<file path="config.mk">
export PLATFORM = sky130hd
export DESIGN_NAME = apb_check_master
export DESIGN_NICKNAME = d
export VERILOG_FILES = /design/src/rtl/apb_check_master.sv
export SDC_FILE = /design/constraint.sdc
export NUM_CORES = 1
export LEC_CHECK = 0
export ABC_AREA = 1
export ABC_CLOCK_PERIOD_IN_PS = 9700
export BUFFER_PORTS_ARGS = -buffer_cell sky130_fd_sc_hd__buf_2
export CAP_MARGIN = 0
export CORE_ASPECT_RATIO = 0.8
export CORE_MARGIN = 3
export CORE_UTILIZATION = 55
export CTS_CLUSTER_SIZE = 20
export DETAILED_ROUTE_END_ITERATION = 10
export PLACE_DENSITY = 0.76
export REMOVE_ABC_BUFFERS = 1
export SYNTH_ARGS = -nofsm -noshare
export SYNTH_HDL_FRONTEND = slang
export SYNTH_SLANG_ARGS = --single-unit
</file>
<file path="constraint.sdc">
create_clock -name PCLK -period 9.7 [get_ports PCLK]
set_input_delay 0.97 -clock PCLK [delete_from_list [all_inputs] [get_ports PCLK]]
set_output_delay 0.97 -clock PCLK [all_outputs]
set_load 0.005 [all_outputs]
</file>
<file path="src/rtl/apb_check_master.sv">
// APB3 master that drains a queue of write / read / read-compare commands
// and reports per-command status with saturating pass/fail counters.
module apb_check_master #(
  parameter int ADDR_W    = 12,
  parameter int DATA_W    = 32,
  parameter int CMD_DEPTH = 8,
  parameter int TIMEOUT   = 16
) (
  input  logic              PCLK,
  input  logic              PRESET,
  input  logic              cmd_valid,
  output logic              cmd_ready,
  input  logic [1:0]        cmd_op,
  input  logic [ADDR_W-3:0] cmd_addr,
  input  logic [DATA_W-1:0] cmd_wdata,
  input  logic [DATA_W-1:0] cmd_exp,
  input  logic [DATA_W-1:0] cmd_mask,
  output logic              PSEL,
  output logic              PENABLE,
  output logic              PWRITE,
  output logic [ADDR_W-1:0] PADDR,
  output logic [DATA_W-1:0] PWDATA,
  input  logic [DATA_W-1:0] PRDATA,
  input  logic              PREADY,
  input  logic              PSLVERR,
  output logic              rsp_valid,
  output logic [1:0]        rsp_status,
  output logic [DATA_W-1:0] rsp_rdata,
  output logic [15:0]       pass_cnt,
  output logic [15:0]       fail_cnt,
  input  logic              clr_cnt,
  output logic              busy
);

  localparam int PW = $clog2(CMD_DEPTH);
  localparam int TW = $clog2(TIMEOUT + 1);
  localparam logic [1:0] OP_WR  = 2'b00;
  localparam logic [1:0] OP_CHK = 2'b10;

  typedef enum logic [1:0] {IDLE, SETUP, ACCESS} state_t;

  state_t state, state_n;

  logic [1:0]        q_op   [CMD_DEPTH];
  logic [ADDR_W-3:0] q_addr [CMD_DEPTH];
  logic [DATA_W-1:0] q_wdata[CMD_DEPTH];
  logic [DATA_W-1:0] q_exp  [CMD_DEPTH];
  logic [DATA_W-1:0] q_mask [CMD_DEPTH];

  logic [PW:0] wr_ptr, rd_ptr;
  logic        empty, full, push, pop, done;

  logic [1:0]        f_op, op_q;
  logic [ADDR_W-3:0] f_addr;
  logic [DATA_W-1:0] f_wdata, f_exp, f_mask, exp_q, mask_q;
  logic [TW-1:0]     tcnt;

  logic              psel_n, penable_n, pwrite_n;
  logic [ADDR_W-1:0] paddr_n;
  logic [DATA_W-1:0] pwdata_n, rdata_n;
  logic [1:0]        status_n;

  // Extra pointer bit separates full from empty when indices match.
  assign empty = (wr_ptr == rd_ptr);
  assign full  = (wr_ptr[PW] != rd_ptr[PW]) &&
                 (wr_ptr[PW-1:0] == rd_ptr[PW-1:0]);
  assign cmd_ready = !full;
  assign push      = cmd_valid && !full;
  assign busy      = !empty || (state != IDLE);

  assign f_op    = q_op   [rd_ptr[PW-1:0]];
  assign f_addr  = q_addr [rd_ptr[PW-1:0]];
  assign f_wdata = q_wdata[rd_ptr[PW-1:0]];
  assign f_exp   = q_exp  [rd_ptr[PW-1:0]];
  assign f_mask  = q_mask [rd_ptr[PW-1:0]];

  always_ff @(posedge PCLK) begin
    if (push) begin
      q_op   [wr_ptr[PW-1:0]] <= cmd_op;
      q_addr [wr_ptr[PW-1:0]] <= cmd_addr;
      q_wdata[wr_ptr[PW-1:0]] <= cmd_wdata;
      q_exp  [wr_ptr[PW-1:0]] <= cmd_exp;
      q_mask [wr_ptr[PW-1:0]] <= cmd_mask;
    end
  end

  // Bus outputs are computed for the next state and then registered.
  always_comb begin
    state_n   = state;
    pop       = 1'b0;
    done      = 1'b0;
    psel_n    = 1'b0;
    penable_n = 1'b0;
    pwrite_n  = 1'b0;
    paddr_n   = '0;
    pwdata_n  = '0;
    status_n  = 2'b00;
    rdata_n   = '0;
    unique case (state)
      IDLE: begin
        if (!empty) begin
          pop      = 1'b1;
          state_n  = SETUP;
          psel_n   = 1'b1;
          pwrite_n = (f_op == OP_WR);
          paddr_n  = {f_addr, 2'b00};
          pwdata_n = (f_op == OP_WR) ? f_wdata : '0;
        end
      end
      SETUP: begin
        state_n   = ACCESS;
        psel_n    = 1'b1;
        penable_n = 1'b1;
        pwrite_n  = PWRITE;
        paddr_n   = PADDR;
        pwdata_n  = PWDATA;
      end
      ACCESS: begin
        psel_n    = 1'b1;
        penable_n = 1'b1;
        pwrite_n  = PWRITE;
        paddr_n   = PADDR;
        pwdata_n  = PWDATA;
        if (PREADY || tcnt == TW'(TIMEOUT - 1)) begin
          state_n   = IDLE;
          done      = 1'b1;
          psel_n    = 1'b0;
          penable_n = 1'b0;
          pwrite_n  = 1'b0;
          paddr_n   = '0;
          pwdata_n  = '0;
          if (!PREADY) begin
            status_n = 2'b11;
          end else begin
            rdata_n = PWRITE ? '0 : PRDATA;
            if (PSLVERR)
              status_n = 2'b10;
            else if (op_q == OP_CHK &&
                     ((PRDATA ^ exp_q) & mask_q) != '0)
              status_n = 2'b01;
          end
        end
      end
      default: state_n = IDLE;
    endcase
  end

  always_ff @(posedge PCLK) begin
    if (PRESET) begin
      state      <= IDLE;
      wr_ptr     <= '0;
      rd_ptr     <= '0;
      op_q       <= '0;
      exp_q      <= '0;
      mask_q     <= '0;
      tcnt       <= '0;
      PSEL       <= 1'b0;
      PENABLE    <= 1'b0;
      PWRITE     <= 1'b0;
      PADDR      <= '0;
      PWDATA     <= '0;
      rsp_valid  <= 1'b0;
      rsp_status <= 2'b00;
      rsp_rdata  <= '0;
      pass_cnt   <= '0;
      fail_cnt   <= '0;
    end else begin
      state   <= state_n;
      PSEL    <= psel_n;
      PENABLE <= penable_n;
      PWRITE  <= pwrite_n;
      PADDR   <= paddr_n;
      PWDATA  <= pwdata_n;
      if (push) wr_ptr <= wr_ptr + 1'b1;
      if (pop) begin
        rd_ptr <= rd_ptr + 1'b1;
        op_q   <= f_op;
        exp_q  <= f_exp;
        mask_q <= f_mask;
      end
      if (state != ACCESS) tcnt <= '0;
      else if (!PREADY)    tcnt <= tcnt + TW'(1);
      rsp_valid <= done;
      if (done) begin
        rsp_status <= status_n;
        rsp_rdata  <= rdata_n;
      end
      // Counters follow the response strobe; a clear in that cycle wins.
      if (clr_cnt) begin
        pass_cnt <= '0;
        fail_cnt <= '0;
      end else if (rsp_valid) begin
        if (rsp_status == 2'b00) begin
          if (pass_cnt != 16'hFFFF) pass_cnt <= pass_cnt + 16'd1;
        end else begin
          if (fail_cnt != 16'hFFFF) fail_cnt <= fail_cnt + 16'd1;
        end
      end
    end
  end

endmodule

</file>
# After elaboration in Yosys (flattened, before gate mapping)
# Memories as Yosys holds them, arrays and structs flattened. A register that Yosys moved wholly into a read port is not among the register bits.
# Index checks and enable logic that the tools add are counted.
# totals
in_bits	146
memories	5
register_bits	131
output_inout_bits	116
wordCells	96
ramBits	864
# mem_list
name	words	width	rd	rd_clocked_by_memory_dff	wr	line	text
q_exp	8	32	1	1	1	47	logic [DATA_W-1:0] q_exp [CMD_DEPTH];
q_mask	8	32	1	1	1	48	logic [DATA_W-1:0] q_mask [CMD_DEPTH];
q_wdata	8	32	1	1	1	46	logic [DATA_W-1:0] q_wdata[CMD_DEPTH];
q_addr	8	10	1	1	1	45	logic [ADDR_W-3:0] q_addr [CMD_DEPTH];
q_op	8	2	1	1	1	44	logic [1:0] q_op [CMD_DEPTH];
# classes
n_eq_ne	12
n_bitwise	4
n_reduce_logical	18
mux	37
n_addsub	5
# op_table
operator	n
$mux 32	7
$pmux 32 s3	1
$pmux 12 s3	1
$add 16x1->16 const B	2
$and 32x32->32	1
$ne 16x16->1 const B	2
$reduce_bool 32->1	1
$xor 32x32->32	1
$mux 12	2
$mux 3	6
$mux 2	6
$mux 1	10
$add 4x1->4 const B	2
$logic_not 2->1	3
$ne 2x2->1 const B	3
$pmux 1 s3	2
$pmux 2 s3	1
$reduce_and 3->1	2
$add 5x1->5 const B	1
$eq 5x4->1 const B	1
$eq 2x2->1 const B	2
$eq 4x4->1	1
$reduce_and 2->1	2
$reduce_or 2->1	2
9 further kinds	14

# Depth between registers and ports, before layout
# depth
depth_word	9
mapped_depth	12
ltp_nobuf	12

# Worst setup path before layout
# Ideal clock, no wire load.
# synth_timing
path_type	input to register
startpoint	in cmd_valid
endpoint	mem q_addr[6][0] (netlist name), enable pin
n_path_buf	0
t_arrival_ns	8.573
cell_stages	4
setup_ns	0.708
setup_slack_ns	0.419
path_cell_list	nand2_1 -> inv_1 -> nand2_1 -> nor3_1
# synth_between
elab_chain_cells	3
# synth_lines
element	line	text
start, declared	11	input logic cmd_valid,
$logic_and 1x1->1	68	assign push = cmd_valid && !full;
$mux 1	78	if (push) begin
$mux 1 (not written as such)	80	q_addr [wr_ptr[PW-1:0]] <= cmd_addr;
end, declared	45	
# No other way between the ends.

# Worst setup path in the final report
# layout_timing
startpoint	reg rd_ptr[2]
endpoint	mem q_wdata[0][27], enable pin
# layout_between
elab_chain_cells	6
# layout_lines
element	line	text
start, declared	50	logic [PW:0] wr_ptr, rd_ptr;
start signal, assigned	176	rd_ptr <= rd_ptr + 1'b1;
$eq 3x3->1	66	(wr_ptr[PW-1:0] == rd_ptr[PW-1:0]);
$logic_and 1x1->1	65	assign full = (wr_ptr[PW] != rd_ptr[PW]) &&
$logic_not 1->1	68	
$logic_and 1x1->1	68	
$mux 1	78	
$mux 1 (not written as such)	81	q_wdata[wr_ptr[PW-1:0]] <= cmd_wdata;
end, declared	46	
# No other way between the ends.

==> flow_summary.json <==
{
  "vias_per_cell": 5.84,
  "synth-adder-area-share_pct": 0.300,
  "max-slew-margin-rel_pct": 17.4,
  "grt_usage_pct": 25.3,
  "finalPower_uw": 12100,
  "cp-endpoint": "q_wdata[0][27]$_DFFE_PP_",
  "power-per-cell-area_nw_per_um2": 257,
  "syn_inst": 3597,
  "drc": 0,
  "synth_cell_types": 39,
  "period_minus_slack_ns": 4.89,
  "clock_skew_ns": 0.0480,
  "r2r_end": "q_wdata[0][27]$_DFFE_PP_",
  "seq_area_frac_synth_pct": 71.6,
  "nets": 3921,
  "synth_xor_area_share_pct": 0.336,
  "met3_usage_pct": 4.78,
  "grt_util_met1_pct": 35.1,
  "hold_path.class": "flop to flop",
  "cts_root_buf": "clkbuf_16",
  "start_util_pct": 56.0,
  "critPathMaxStageDelay_ns": 1.02,
  "p_leak_uw": 0.0171,
  "grt.met2_usage_pct": 40.3,
  "yosysMostFrequentCell": "edfxtp_1",
  "core-area_um2": 74500,
  "fin_crit_sh_pct": 50.4,
  "busiest_layer": "met2",
  "crit_type": "flop to flop",
  "synth_area_leader_cell": "edfxtp_1",
  "clk_pin_slew_ns": 0.06,
  "cp.required_ns": 9.96,
  "areaGrowthSynthToFinish_pct": 12.8,
  "clock_sinks": 1060,
  "critPathLaunch": "rd_ptr[2]$_SDFFE_PP0P_",
  "rsz0062_at_grt": "no",
  "clockBufferDepth": 3,
  "first_iter_violations": 3417,
  "synth_top_family_by_area": "simple AND/OR/NAND/NOR gates",
  "crit_chain": "xor2_1 -> inv_1 -> nand3_1 -> nand2_1 -> inv_1 -> nand2_1 -> nor2_4 -> buf_4 -> buf_4",
  "grt_pass1_vias": 27200,
  "firstDrtPassIters": 5,
  "synth_mux_area_share_pct": 0,
  "r2r_cells": 9,
  "netlist_top_cells_area": "edfxtp_1, dfxtp_1, nand2_1",
  "hold_viol": 0,
  "vias": 28500,
  "r2r_slack_ns": 4.81,
  "multi_input_area_um2": 10400,
  "yosys.area.top_type_share_pct": 62.2,
  "wl_per_cell_um": 21.1,
  "ys_warn_count": 0,
  "synth-simple-area-share_pct": 12.6,
  "gp_congestion": 0.832,
  "synthArstFlopShare_pct": 0,
  "finish.utilization_pct": 63.2,
  "netlist_area_um2": 41700,
  "grt_pass1_wl_mm": 156,
  "outcome": "finished, final reports clean",
  "grt_overflow": 0,
  "port_buffers": 259,
  "worstSkewPairLatency_ns": 0.68,
  "maxCapViolCount": 0,
  "io_pins": 262,
  "ys_seq_elements": 1060,
  "hpwl_mm": 53.9,
  "cts_buffers": 99,
  "nFillCells": 5546,
  "reg2reg_from": "rd_ptr[2]$_SDFFE_PP0P_",
  "arrival_ns": 5.15,
  "crit_path_end_kind": "flop",
  "num_rows": 89,
  "ys.flop_type": "edfxtp_1",
  "cts_tree": "done",
  "cp_slowest_cell": "dfxtp_4",
  "die_y_um": 252,
  "register_area_um2": 29900,
  "worst_pin_slew_ns": 1.24,
  "ant_nets": 0,
  "fmax_ghz": 0.205,
  "dieArea_um2": 79200,
  "setup_viol": 0,
  "synth-compound-area-share_pct": 11.5,
  "cts_setup_buffers": 0,
  "report.final.slew_viol_count": 0,
  "synth_edf_count": 864,
  "antenna_found_initial": 25,
  "fp.dieW_um": 314,
  "netlist_top_cells_count": "edfxtp_1, nand2_1, nor2_1",
  "ctsResizeCount": 0,
  "grt_max_degree": 164,
  "syn_avg_cell_area_um2": 11.6,
  "crit_fanout": 68,
  "drive_above_1_share_pct": 12.4,
  "start_kind": "flop",
  "drt_wl_total_mm": 103,
  "cts_hold_buf": 0,
  "worst_ir_drop_vdd_uv": 200,
  "htree_levels": 3
}
==> through the flow <==
step	setup TNS (ns)	area, um2	hold slack (ns)	std cells	worst slack, ns
CTS	0	47000	0.463	4852	4.86
finish	0	47100	0.460	4870	4.81
global route	0	47100	0.484	4865	4.61
global placement	0	43600	0.446	4665	4.92
floorplan	-315.89	40600	0.438	3369	-2.92
detailed placement	0	43600	0.453	4665	4.90
==> power breakdown <==
part	switching (uW)	internal, uW	total, uW	leakage [uW]
sequential	257	5180	5430	0.00945
combinational	1800	785	2590	0.00592
clock	1670	2420	4090	0.00170
total	3730	8380	12100	0.0171
==> kinds of logic (layout without fill, tap and decap cells) <==
kind of cell | Yosys count | count (layout)
buffers and inverters | 347 | 600
xor gates and xnor gates | 16 | 16
AOI/OAI and AO/OA | 846 | 846
DFF | 1060 | 1060
and+or+nand+nor | 1317 | 1317
adders and majority gates | 10 | 10
other | 1 | 20
==> worst max-delay path, delay by kind of cell, from the launching register on <==
family | cells | cell delay (ns)
XOR/XNOR | 1 | 0.27
buffers and inverters | 4 | 1.63
flip-flops | 1 | 1.02
AND/OR/NAND/NOR | 4 | 1.44
==> registers in the layout, indices dropped and copies added, names as in the netlist, named ones only <==
register,count
op_q,2
rd_ptr,4
tcnt,5
PSEL,1
PWRITE,1
PADDR,10
q_wdata,256
rsp_valid,1
PENABLE,1
rsp_status,2
pass_cnt,16
PWDATA,32
exp_q,32
q_op,16
state,2
wr_ptr,4
rsp_rdata,32
q_mask,256
fail_cnt,16
mask_q,32
q_exp,256
q_addr,80
==> routing by layer <==
| metal | routed length [um] | part of all wire, % | up-vias |
|---|---|---|---|
| met5 | 80 | 0.078 | - |
| met4 | 3270 | 3.2 | 14 |
| met3 | 8730 | 8.5 | 199 |
| met2 | 48200 | 47 | 1268 |
| met1 | 42300 | 41 | 13900 |
| li1 | - | - | 13100 |
==> layout make-up <==
cell class                      instances  share of cell area (%)
Clock inverter                         48                    1.36
Inverter                              118                   0.970
Clock buffer                          139                    6.02
Tap cell                             1001                    2.66
Sequential cell                      1060                    63.5
Antenna cell                           18                  0.0957
Timing Repair Buffer                  295                    3.33
Multi-Input combinational cell       2191                    22.1
==> worst min-delay path by stage <==
stage | from | end | slack [ns] | cells after the start
after floorplan | op_q[1]$_SDFFE_PP0P_ | op_q[1]$_SDFFE_PP0P_ | 0.44 | 2
after global routing | rsp_rdata[4]$_SDFFE_PP0P_ | rsp_rdata[4]$_SDFFE_PP0P_ | 0.48 | 2
after detailed placement | rsp_rdata[15]$_SDFFE_PP0P_ | rsp_rdata[15]$_SDFFE_PP0P_ | 0.45 | 2
after CTS | rsp_rdata[15]$_SDFFE_PP0P_ | rsp_rdata[15]$_SDFFE_PP0P_ | 0.46 | 2
after global placement | rsp_rdata[18]$_SDFFE_PP0P_ | rsp_rdata[18]$_SDFFE_PP0P_ | 0.45 | 2
final | rsp_rdata[3]$_SDFFE_PP0P_ | rsp_rdata[3]$_SDFFE_PP0P_ | 0.46 | 2
==> placed cells by master, fill, tap and decap left out, drive strengths merged <==
cell	n
edfxtp	864
nand2	569
nor2	537
o21ai	472
buf	295
dfxtp	196
nand3	171
a21oi	162
clkbuf	139
o22ai	128
inv	115
o211a	64
clkinv	35
diode	18
nand4	17
bufinv	14
a32oi	12
nor3	12
ha	10
xor2	9
xnor2	7
and3	3
nor3b	3
a211oi	3
or2	2
o21bai	2
nor4	2
conb	2
clkinvlp	2
a31oi	1
a2bb2oi	1
o21a	1
nand3b	1
Power figures use the tool's default switching activity.
